$ cat config.mk
export PLATFORM = sky130hd
export DESIGN_NAME = ppu_cfg_rx
export DESIGN_NICKNAME = d
export VERILOG_FILES = /design/src/rtl/ppu_cfg_rx.sv
export SDC_FILE = /design/constraint.sdc
export NUM_CORES = 1
export LEC_CHECK = 0
export CORE_MARGIN = 2
export CORE_UTILIZATION = 45
export CTS_BUF_LIST = sky130_fd_sc_hd__clkbuf_16
export CTS_CLUSTER_DIAMETER = 60
export DETAILED_ROUTE_END_ITERATION = 6
export GPL_TIMING_DRIVEN = 0
export HOLD_SLACK_MARGIN = 0.15
export PLACE_DENSITY_LB_ADDON = 0.08
export SLEW_MARGIN = 30
export SYNTH_ARGS = -nofsm -noshare
export SYNTH_HDL_FRONTEND = slang
export SYNTH_SLANG_ARGS = --single-unit
$ cat constraint.sdc
create_clock -name clk -period 4.35 [get_ports clk]
set_input_delay 0.435 -clock clk [delete_from_list [all_inputs] [get_ports clk]]
set_output_delay 0.435 -clock clk [all_outputs]
set_load 0.005 [all_outputs]
$ cat src/rtl/ppu_cfg_rx.sv
// ppu_cfg_rx: captures NREG configuration bytes from an initiator, then streams them round-robin downstream.
// Optional build macro PPU_CFG_CHECKSUM_EN: a load must XOR to zero before the stream starts.
//
// state | meaning
// IDLE  | waiting for sync=1 to begin a load
// LOAD  | capturing bytes into cfg_reg[widx], one per acknowledged strobe
// FULL  | all NREG bytes held, waiting for sync=0
// RUN   | streaming cfg_reg[ridx] with valid/accept handshake
module ppu_cfg_rx #(
    parameter int NREG = 10,
    parameter int DW   = 8
) (
    input  logic          clk,
    input  logic          rst_n,
    input  logic          sync,
    input  logic [DW-1:0] data_i,
    input  logic          stb_i,
    output logic          ack_i,
    output logic [DW-1:0] data_o,
    output logic          stb_o,
    input  logic          ack_o,
    output logic          loaded,
    output logic          err
);

    localparam int IW = (NREG > 1) ? $clog2(NREG) : 1;
    localparam logic [IW-1:0] LAST_IDX = IW'(NREG - 1);

    typedef enum logic [1:0] {
        ST_IDLE = 2'd0,
        ST_LOAD = 2'd1,
        ST_FULL = 2'd2,
        ST_RUN  = 2'd3
    } state_t;

    state_t        state;
    state_t        state_nxt;
    logic [IW-1:0] widx;
    logic [IW-1:0] ridx;
    logic [DW-1:0] cfg_reg [NREG];

    logic capture;
    logic last_byte;
    logic load_entry;
    logic run_start;
    logic csum_ok;

    // A capture needs the previous ack to have dropped; an abort (sync low) discards it.
    assign capture    = (state == ST_LOAD) && sync && stb_i && !ack_i;
    assign last_byte  = (widx == LAST_IDX);
    assign load_entry = ((state == ST_IDLE) || (state == ST_RUN)) && sync;
    assign run_start  = (state == ST_FULL) && !sync;

`ifdef PPU_CFG_CHECKSUM_EN
    logic [DW-1:0] csum;

    always_ff @(posedge clk) begin
        if (!rst_n) begin
            csum <= '0;
        end else if (load_entry) begin
            csum <= '0;
        end else if (capture) begin
            csum <= csum ^ data_i;
        end
    end

    assign csum_ok = (csum == '0);
`else
    assign csum_ok = 1'b1;
`endif

    always_ff @(posedge clk) begin
        if (!rst_n) begin
            state <= ST_IDLE;
        end else begin
            state <= state_nxt;
        end
    end

    always_comb begin
        state_nxt = state;
        case (state)
            ST_IDLE: begin
                if (sync) begin
                    state_nxt = ST_LOAD;
                end
            end
            ST_LOAD: begin
                if (!sync) begin
                    state_nxt = ST_IDLE;
                end else if (capture && last_byte) begin
                    state_nxt = ST_FULL;
                end
            end
            ST_FULL: begin
                if (!sync) begin
                    state_nxt = csum_ok ? ST_RUN : ST_IDLE;
                end
            end
            ST_RUN: begin
                if (sync) begin
                    state_nxt = ST_LOAD;
                end
            end
            default: state_nxt = ST_IDLE;
        endcase
    end

    always_comb begin
        stb_o  = 1'b0;
        data_o = '0;
        loaded = 1'b0;
        case (state)
            ST_FULL: begin
                loaded = 1'b1;
            end
            ST_RUN: begin
                loaded = 1'b1;
                stb_o  = 1'b1;
                data_o = cfg_reg[ridx];
            end
            default: begin
                loaded = 1'b0;
            end
        endcase
    end

    always_ff @(posedge clk) begin
        if (!rst_n) begin
            widx  <= '0;
            ack_i <= 1'b0;
        end else begin
            ack_i <= capture;
            if (load_entry) begin
                widx <= '0;
            end else if (capture && !last_byte) begin
                widx <= widx + IW'(1);
            end
        end
    end

    // A pending ack_o in the cycle sync rises is ignored: ridx only moves while staying in RUN.
    always_ff @(posedge clk) begin
        if (!rst_n) begin
            ridx <= '0;
        end else if (run_start) begin
            ridx <= '0;
        end else if ((state == ST_RUN) && !sync && ack_o) begin
            ridx <= (ridx == LAST_IDX) ? '0 : ridx + IW'(1);
        end
    end

    always_ff @(posedge clk) begin
        if (!rst_n) begin
            for (int i = 0; i < NREG; i++) begin
                cfg_reg[i] <= '0;
            end
        end else if (capture) begin
            cfg_reg[widx] <= data_i;
        end
    end

    always_ff @(posedge clk) begin
        if (!rst_n) begin
            err <= 1'b0;
        end else if (load_entry) begin
            err <= 1'b0;
        end else if ((state == ST_LOAD) && !sync) begin
            err <= 1'b1;
        end else if (run_start && !csum_ok) begin
            err <= 1'b1;
        end
    end

endmodule

* Word level (Yosys, flattened, before mapping) *
Memory sizes are Yosys's and may differ from the RTL's. A register that Yosys moved wholly into a read port is not among the register bits.
Cells that the tools add are included.

storage, ports and cells
  register bits after elaboration = 12
  RAM bits = 80
  input port bits = 13
  logic and storage cells = 56
  memories = 1

memory list
  name     depth  bits a word  rd ports  clocked after Yosys merged registers in  wr ports  line  RTL
  cfg_reg  10     8            1         1                                        10        40    logic [DW-1:0] cfg_reg [NREG];

cells by class
  $add $sub $neg = 2
  equal/unequal tests = 8
  multiplexer cells = 18
  bitwise gates (word level) = 1
  reduce and logical (&&, ||, !) cells = 21

operator list
  cell                 count
  $mux 4               4
  $mux 8               2
  $logic_and 1x1->1    10
  $add 4x1->4 const B  2
  $eq 4x4->1 const B   2
  $mux 2               4
  $reduce_or 2->1      4
  $reduce_or 8->1      1
  $mux 1               7
  $pmux 2 s3           1
  $eq 2x2->1 const B   2
  $logic_not 1->1      3
  $ne 3x2->1 const B   1
  $reduce_and 3->1     1
  $eq 2x1->1 const B   1
  $logic_not 2->1      1
  $ne 2x1->1 const B   1
  $ne 2x2->1 const B   1
  $logic_or 1x1->1     1
  $not 1->1            1

* Longest topological paths before layout *
Gate-level depths: netlist (run 1).

  word-level depth = 9
  mapped depth = 8

* Least setup slack after synthesis (run 1) *
Ideal clock, no wire load.

  path type = register -> register
  start point = reg state[0]
  end point = mem cfg_reg[11][0] (enable)
  setup time = 0.370 ns
  arrival = 1.676 ns
  required time = 3.980 ns
  path slack = 2.304 ns
  stages on the path, launching flop included = 8
  buffers on the path = 2
  period minus slack after synthesis = 2.046 ns
  cell sequence = dfxtp_1 ha_1 and4b_1 buf_4 and2_1 buf_4 nand3_1 nor2_1

RTL lines
  element                 line  RTL
  start, declared         36    state_t state;
  start signal, assigned  76    state <= state_nxt;
  end, declared           40

==> results of run 1 <==
[path summary, 6_finish.rpt]
path / end / slack [ps]
setup / recovery: data_o[3] / 1010
hold / removal: state[1] / 430
setup reg to reg: cfg_reg[11][2] / 1910
hold reg to reg: err / 490
[cells in the final DEF (no fill, tap or decap), types with 3 or more instances in the layout]
master / n
nand3_1: 10
clkdlybuf4s50_1: 23
mux2i_1: 51
edfxtp_1: 128
clkbuf_1: 10
a22oi_1: 23
clkbuf_16: 17
o21ai_0: 9
buf_4: 6
buf_2: 4
nor2_1: 79
dfxtp_1: 16
nand2b_1: 8
ha_1: 6
nor2b_1: 7
inv_1: 15
nand2_1: 30
a21oi_1: 7
bufinv_16: 8
clkinv_2: 3
nand2_2: 11
clkinv_1: 3
nor2_2: 5
buf_6: 3
and2_1: 10
mux4_2: 7
[per-stage QoR]
stage / total power [W] / std cells
after detailed placement: 0.00171 / 674
after global placement: 0.00171 / 674
after global routing: 0.00349 / 706
final: 0.00340 / 706
after floorplan: 0.00165 / 471
after CTS: 0.00341 / 706
[layer usage]
metal / wire, µm / part of all wire / GRT usage
met5: 0 / 0 / 0
met4: 251 / 0.017 / 0.0776
met3: 690 / 0.047 / 0.0426
met2: 6870 / 0.47 / 0.338
met1: 6730 / 0.46 / 0.289
[critical path: cells and delay by family (launching register included)]
kind	cells	cell delay, ps
buffers and inverters	3	1230
flip-flops	1	300
AO/OA/AOI/OAI	2	320
AND/OR/NAND/NOR	2	630
[power by group through the flow]
stage	Clock (W)	Combinational, W	Sequential, W
after floorplan	0	0.0000852	0.00157
after global placement	0	0.000135	0.00157
after detailed placement	0	0.000137	0.00157
after CTS	0.00173	0.000138	0.00155
after global routing	0.00179	0.000150	0.00155
final	0.00172	0.000136	0.00155
[logic make-up (layout without fill, tap and decap cells)]
| group | count (synthesis) | count (layout) | share of synthesized area |
|---|---|---|---|
| compound gates | 46 | 46 | 0.0495 |
| xor+xnor | 4 | 4 | 0.00559 |
| fa+ha+maj | 6 | 6 | 0.0120 |
| buf+inv | 37 | 92 | 0.0301 |
| flops | 144 | 144 | 0.664 |
| mux | 58 | 58 | 0.107 |
| simple gates | 176 | 176 | 0.133 |
[cell type report]
| cell class | instances | share of cell area |
|---|---|---|
| flip-flops and latches | 144 | 0.560 |
| clock buffers | 17 | 0.0572 |
| inverters | 14 | 0.00707 |
| plain buffers | 23 | 0.0183 |
| repair buffers | 23 | 0.0310 |
| well taps | 180 | 0.0303 |
| multi-input cells | 290 | 0.260 |
| clock inverters | 15 | 0.0363 |
==> results.json, run 1 <==
{
  "relSlewSlack": 0.347,
  "multiInputGateArea_mm2": 0.00193,
  "grt_pass1_wl_um": 22300,
  "die_h_um": 122,
  "synth_top_cell_area_share": 0.613,
  "fill_cells": 1219,
  "worstMarginPinSlew_ps": 976,
  "min_from": "rst_n",
  "post_synth_instance_area_mm2": 0.00627,
  "syn_inst": 471,
  "power.share.clock": 0.506,
  "setup_ws_ps": 1010,
  "finalCriticalPeriod_ps": 3340,
  "r2r-start": "state[0]",
  "finalSetupViolCount": 0,
  "p_comb_frac": 0.040,
  "cp_max_fo": 10,
  "postCtsSetupRepairBufs": 0,
  "worstSkewPairLatency_ps": 420,
  "max_cap_violations": 0,
  "coreArea_mm2": 0.0138,
  "fmax_ghz": 0.300,
  "async_reset_ff_frac": 0,
  "drtIter0Drc": 305,
  "clock-sinks": 144,
  "yosysUniqueCellTypes": 39,
  "worstSetupPathType": "reg2out",
  "drv_slew": 0,
  "synth_commonest_cells": "edfxtp_1 (128), nor2_1 (84), mux2i_1 (51), nand2_1 (30), a22oi_1 (23)",
  "hold_buffers": 0,
  "drtPass1Iterations": 4,
  "ys_warn_count": 0,
  "route.detailed.drc": 0,
  "numCtsBuffers": 17,
  "critical_path.cell_chain": "buf_2, nor2b_1, clkbuf_1, a22oi_1, nand3_1, o21ai_0, clkdlybuf4s50_1",
  "hold_path_depth": 2,
  "ant_nets": 0,
  "hold_viol": 0,
  "yosysMostFrequentCell": "edfxtp_1",
  "synth-seq-cells": 144,
  "seq_area_frac_synth": 0.664,
  "boundaryPins": 25,
  "fin_crit_sh": 0.767,
  "area_growth_syn_to_layout_pct": 18.5,
  "slowest_stage": "clkbuf_1",
  "grt_start_max_net_pins": 17,
  "fp.dieW_um": 122,
  "start_util": 0.455,
  "synth_nets": 490,
  "clkTransAtPathRegs_ps": 60,
  "max_stage_delay_ps": 570,
  "grt_pass1_vias": 3871,
  "wl_per_cell_um": 20.6,
  "holdWs_ps": 429,
  "vias": 3804,
  "rr_worst_depth": 7,
  "cts_tree": "built",
  "vias_per_cell": 5.39,
  "n_antenna_cell": 0,
  "wirelength_um": 14600,
  "htree_levels": 4,
  "drive_gt1_frac": 0.127,
  "post-place-ws_ps": 1230,
  "run_status": "complete, no violations",
  "rsz0062_at_grt": "no",
  "hpwl_um": 9670,
  "clockBufferDepth": 2,
  "pwr-share-seq": 0.454,
  "cts_resized": 0,
  "routabilityCongestion": 0.755,
  "synth_edf_count": 128,
  "power.leakage_nw": 2.47,
  "switching_share": 0.187,
  "clock-skew-final_ps": 5.11,
  "switchingPower_w": 0.000637,
  "vdd.ir_drop.worst_uv": 232,
  "yosysTopAreaCell": "edfxtp_1",
  "required_ps": 3910,
  "crit_arrival_ps": 2900,
  "avgSynthCellArea_um2": 13.3,
  "fin_area_mm2": 0.00744,
  "internal-power_w": 0.00276,
  "cts_root_buf": "clkbuf_16",
  "track_usage": 0.212,
  "globalRoute.totalOverflow": 0,
  "die_area_mm2": 0.0149,
  "startpoint_type": "register",
  "placed_area_mm2": 0.00674,
  "seq_area_mm2": 0.00416,
  "crit_path_end_kind": "primary output",
  "p_per_area_mw_per_mm2": 457,
  "final_nets": 532,
  "fin_tns_setup_ps": 0,
  "min_path_type": "in2reg",
  "fin_util": 0.540,
  "num_rows": 43,
  "antenna_found_initial": 0,
  "synth.area.top_cells": "edfxtp_1 (61%), mux2i_1 (8.1%), dfxtp_1 (5.1%)",
  "synth_flop_cell": "edfxtp_1",
  "largest_reg_flops": 128,
  "port_buffers": 23
}
(Power assumes the default switching activity.)
==> run 2: changes to the inputs <==
Clock period 4.35 ns to 3.02 ns, I/O delays scaled along.
==> run 2 against run 1 <==
  * Clock power grew 44%
  * Design area grew 0.10%
  * Count of clock-buffer cells in the layout is the same
  * Sequential share of layout area shrank 0.056 points
  * Total power grew 44%
  * Register-to-register slack lost 1300 ps
  * Global-route usage is essentially flat
  * Die area is the same
  * First-iteration DRC count shrank 12%
  * Routed wire length grew 0.27%
==> results.json, run 2 (synthesis gave the netlist of run 1 again) <==
{
  "run_status": "complete, no violations",
  "coreArea_mm2": 0.0138,
  "min_from": "rst_n",
  "track_usage": 0.212,
  "n_antenna_cell": 0,
  "grt_pass1_vias": 3871,
  "clock-skew-final_ps": 5.36,
  "routabilityCongestion": 0.755,
  "relSlewSlack": 0.341,
  "num_rows": 43,
  "finalPower_w": 0.00489,
  "layout_common_cells": "edfxtp_1 (128), nor2_1 (79), mux2i_1 (51)",
  "globalRoute.busiestLayer": "met2",
  "r2r_setup_slack_ps": 570,
  "multiInputGateArea_mm2": 0.00194,
  "ant_nets": 0,
  "htree_levels": 4,
  "clkTransAtPathRegs_ps": 60,
  "fin_util": 0.541,
  "worstSetupPathType": "reg2out",
  "rr_worst_depth": 7,
  "crit_path_end_kind": "primary output",
  "min_path_type": "in2reg",
  "hold_viol": 0,
  "power.leakage_nw": 2.48,
  "layout_commonest_cell": "edfxtp_1",
  "die_h_um": 122,
  "postCtsSetupRepairBufs": 0,
  "met1_usage": 0.288,
  "drtIter0Drc": 269,
  "dpl.cell_count": 674,
  "clockBufferDepth": 2,
  "wirelength_um": 14600,
  "port_buffers": 23,
  "fin_tns_setup_ps": 0,
  "final_nets": 532,
  "start_util": 0.455,
  "cts_root_buf": "clkbuf_16",
  "fill_cells": 1217,
  "route.detailed.drc": 0,
  "holdPathEnd": "state[1]",
  "cts_resized": 4,
  "vdd.ir_drop.worst_uv": 333,
  "cp_max_fo": 10,
  "antenna_found_initial": 0,
  "r2r-start": "state[0]",
  "max_cap_violations": 0,
  "fmax_ghz": 0.346,
  "globalRoute.totalOverflow": 0,
  "area_growth_syn_to_layout_pct": 18.7,
  "grt_util_met3": 0.0426,
  "vias_per_cell": 5.38,
  "worstMarginPinSlew_ps": 984,
  "p_per_area_mw_per_mm2": 657,
  "finalCriticalPeriod_ps": 2890,
  "grt_start_max_net_pins": 17,
  "drtPass1Iterations": 4,
  "finalSetupViolCount": 0,
  "cts_tree": "built",
  "worstSkewPairLatency_ps": 420,
  "grt_pass1_wl_um": 22200,
  "instances_no_fill": 706,
  "drive_gt1_frac": 0.137,
  "hold_buffers": 0,
  "hpwl_um": 9670,
  "numCtsBuffers": 17,
  "clock-sinks": 144,
  "boundaryPins": 25,
  "startpoint_type": "register",
  "drv_slew": 0,
  "largest_reg_flops": 128,
  "grtUsageMet2": 0.338,
  "vias": 3795,
  "fin_crit_sh": 0.957,
  "die_area_mm2": 0.0149,
  "r2r_end": "cfg_reg[15][2]",
  "seq_area_mm2": 0.00416,
  "rsz0062_at_grt": "no",
  "hold_path_depth": 2,
  "fp.dieW_um": 122,
  "required_ps": 2720,
  "crit_arrival_ps": 2590,
  "wl_per_cell_um": 20.7
}
==> run 2: cell counts in the layout (fill, tap and decap cells not counted) <==
Identical to the previous run, type by type.
==> run 2: where the power goes <==
| group | switching (W) | internal [W] | total, W |
|---|---|---|---|
| Clock | 0.000772 | 0.00170 | 0.00247 |
| Combinational | 0.000116 | 0.0000800 | 0.000196 |
| Sequential | 0.0000206 | 0.00221 | 0.00223 |
==> run 2: cell type report <==
cell class / count / share of cell area
sequential: 144 / 0.559
clock inverter: 15 / 0.0363
buffer: 23 / 0.0190
multi-input combinational: 290 / 0.260
clock buffer: 17 / 0.0571
inverter: 14 / 0.00706
timing repair buffer: 23 / 0.0309
tap: 180 / 0.0303
==> run 2: how the worst max path moves through the flow <==
stage	startpoint	to	slack, ps	depth (start not counted)
after global placement	sync	cfg_reg[13][4]	50	7
after floorplan	state[0]	cfg_reg[11][0]	970	7
after detailed placement	sync	cfg_reg[11][2]	30	7
final	register	data_o[7]	130	7
after global routing	register	data_o[3]	20	6
after CTS	register	data_o[7]	20	7
==> run 2: metrics by stage <==
step	hold WS [ps]	area [µm²]	setup WS [ps]
after floorplan	460	6270	974
after CTS	299	7440	22.4
final	298	7440	131
after detailed placement	478	6740	35.0
after global placement	458	6730	46.7
after global routing	330	7440	17.5
==> run 2: metal layers <==
layer / wire length, µm / up-vias
met2: 6920 / 95
met3: 630 / 18
li1: - / 1803
met4: 258 / 0
met5: 0 / -
met1: 6780 / 1879
==> run 2: worst max-delay path: stages, from the launching register on <==
cell and delay, ps:
dfxtp_1 330, buf_2 280, nor2_1 180, clkbuf_2 270
a22oi_1 210, nand2_1 120, o21ai_1 230, clkdlybuf4s50_1 540
==> run 3: changes to the inputs <==
Settings changed: CORE_MARGIN 2 to 3, HOLD_SLACK_MARGIN 0.15 to 0.1.
==> run 3 against run 2 <==
  * Clock power down 13%
  * Sequential share of layout area grew 0.74 points
  * First-iteration DRC count down 0.37%
  * Count of clock-buffer cells in the layout unchanged
  * Via count increased by 0.97%
  * Register-to-register slack got worse by 180 ps
  * Maximum frequency shrank 0.59%
  * Routed wire length fell by 0.72%
  * Hold slack better by 11 ps
  * Non-clock buffer count unchanged
==> results.json, run 3 (synthesis gave the netlist of run 1 again) <==
{
  "run_status": "complete, no violations",
  "max_stage_delay_ps": 510,
  "r2r_setup_slack_ps": 390,
  "routed.top_layer": "met4",
  "hold_viol": 0,
  "hold_path_depth": 2,
  "fill_cells": 1188,
  "post-place-ws_ps": 64.2,
  "clockBufferDepth": 2,
  "grt_start_max_net_pins": 17,
  "routabilityCongestion": 0.804,
  "worstSkewPairLatency_ps": 430,
  "min_from": "rst_n",
  "cp_top_family": "buffers and inverters",
  "boundaryPins": 25,
  "setup_ws_ps": 114,
  "antenna_found_initial": 0,
  "vias_per_cell": 5.46,
  "p_comb_frac": 0.043,
  "finalCriticalPeriod_ps": 2910,
  "clkTransAtPathRegs_ps": 60,
  "switchingPower_w": 0.000924,
  "drv_slew": 0,
  "grt_pass1_wl_um": 22100,
  "numCtsBuffers": 17,
  "r2r-start": "state[0]",
  "hpwl_um": 9610,
  "largest_reg_flops": 128,
  "fin_util": 0.546,
  "vdd.ir_drop.worst_uv": 352,
  "critPathBufInv": 3,
  "drive_gt1_frac": 0.137,
  "min_path_type": "in2reg",
  "cp_max_fo": 10,
  "ant_nets": 0,
  "r2r_end": "cfg_reg[11][7]",
  "routed-wl-met2_um": 7080,
  "area_growth_syn_to_layout_pct": 17.1,
  "fmax_ghz": 0.344,
  "placed_area_mm2": 0.00673,
  "rr_worst_depth": 7,
  "pwr-share-seq": 0.487,
  "grt_pass1_vias": 3857,
  "slowest_stage": "clkbuf_1",
  "route.detailed.drc": 0,
  "fin_area_mm2": 0.00735,
  "wl_met3_um": 496,
  "globalRoute.totalOverflow": 0,
  "drtIter0Drc": 268,
  "hold_buffers": 0,
  "worstSetupPathType": "reg2out",
  "die_area_mm2": 0.0154,
  "finalPower_w": 0.00457,
  "holdPathEnd": "state[1]",
  "clock-sinks": 144,
  "vias": 3832,
  "wl_per_cell_um": 20.6,
  "num_rows": 42,
  "n_antenna_cell": 0,
  "fp.dieW_um": 124,
  "wirelength_um": 14500,
  "start_util": 0.466,
  "max_cap_violations": 0,
  "crit_path_end_kind": "primary output",
  "cts_root_buf": "clkbuf_16",
  "coreArea_mm2": 0.0135,
  "crit_arrival_ps": 2600,
  "critical_path.cell_chain": "buf_2, nor2b_1, clkbuf_1, a22oi_1, nand3_1, o21ai_0, clkdlybuf4s50_1",
  "final_nets": 532,
  "port_buffers": 23,
  "p_per_area_mw_per_mm2": 622,
  "required_ps": 2720,
  "layout_commonest_cell": "edfxtp_1",
  "internal-power_w": 0.00364,
  "track_usage": 0.203,
  "relSlewSlack": 0.376,
  "fin_crit_sh": 0.962,
  "layout_common_cells": "edfxtp_1 (128), nor2_1 (79), mux2i_1 (51)",
  "die_h_um": 124,
  "power.leakage_nw": 2.44,
  "drtPass1Iterations": 4,
  "worstMarginPinSlew_ps": 932,
  "cts_tree": "built",
  "finalSetupViolCount": 0,
  "wl_met1_um": 6740,
  "clock-skew-final_ps": 6.65,
  "startpoint_type": "register",
  "htree_levels": 4,
  "power.share.clock": 0.470,
  "switching_share": 0.202
}
run 3: what timing repair did:
action                     in CTS  in global routing
gates resized for setup         3                  4
setup endpoints to repair       7                  8
pin swaps                       0                  0
buffers inserted                0                  0
hold endpoints to repair        0                  0
run 3: final cells by class:
cell class	instances	area (µm²)	area share
multi-input combinational	290	1940	0.263
timing repair buffer	23	230	0.0313
sequential	144	4160	0.567
clock inverter	15	175	0.0238
clock buffer	17	425	0.0579
buffer	23	144	0.0196
inverter	14	52.6	0.00715
tap	176	220	0.0300
run 3: metrics by stage:
step | cells | TNS (ps) | hold WS, ps
final | 702 | 0 | 310
after global routing | 702 | -3.68 | 333
after CTS | 702 | 0 | 294
after detailed placement | 670 | 0 | 474
after global placement | 670 | 0 | 462
after floorplan | 471 | 0 | 460
run 3: how the worst max path moves through the flow:
stage	startpoint	endpoint	slack (ps)	cells after the start
floorplan	state[0]	cfg_reg[11][0]	970	7
global placement	sync	cfg_reg[13][4]	50	7
detailed placement	sync	cfg_reg[11][2]	60	7
CTS	register	data_o[7]	10	7
global route	register	data_o[3]	-4	7
finish	register	data_o[7]	110	7
run 3: power groups by stage:
stage	clock, W	combinational, W	sequential, W
after global routing	0.00226	0.000215	0.00223
after detailed placement	0	0.000197	0.00227
after global placement	0	0.000194	0.00226
final	0.00215	0.000197	0.00222
after CTS	0.00217	0.000198	0.00222
after floorplan	0	0.000123	0.00226
run 3: per-layer routing:
layer | track usage | vias up
met5 | 0 | -
met4 | 0.0602 | 0
met3 | 0.0500 | 14
met2 | 0.323 | 78
met1 | 0.279 | 1947
li1 | - | 1793
run 3: worst register-to-register path: cells and delay by family (launching register included):
kind / cells / cell delay, ps
buf+inv: 2 / 350
flops: 1 / 410
simple gates: 4 / 1260
fa+ha+maj: 1 / 220
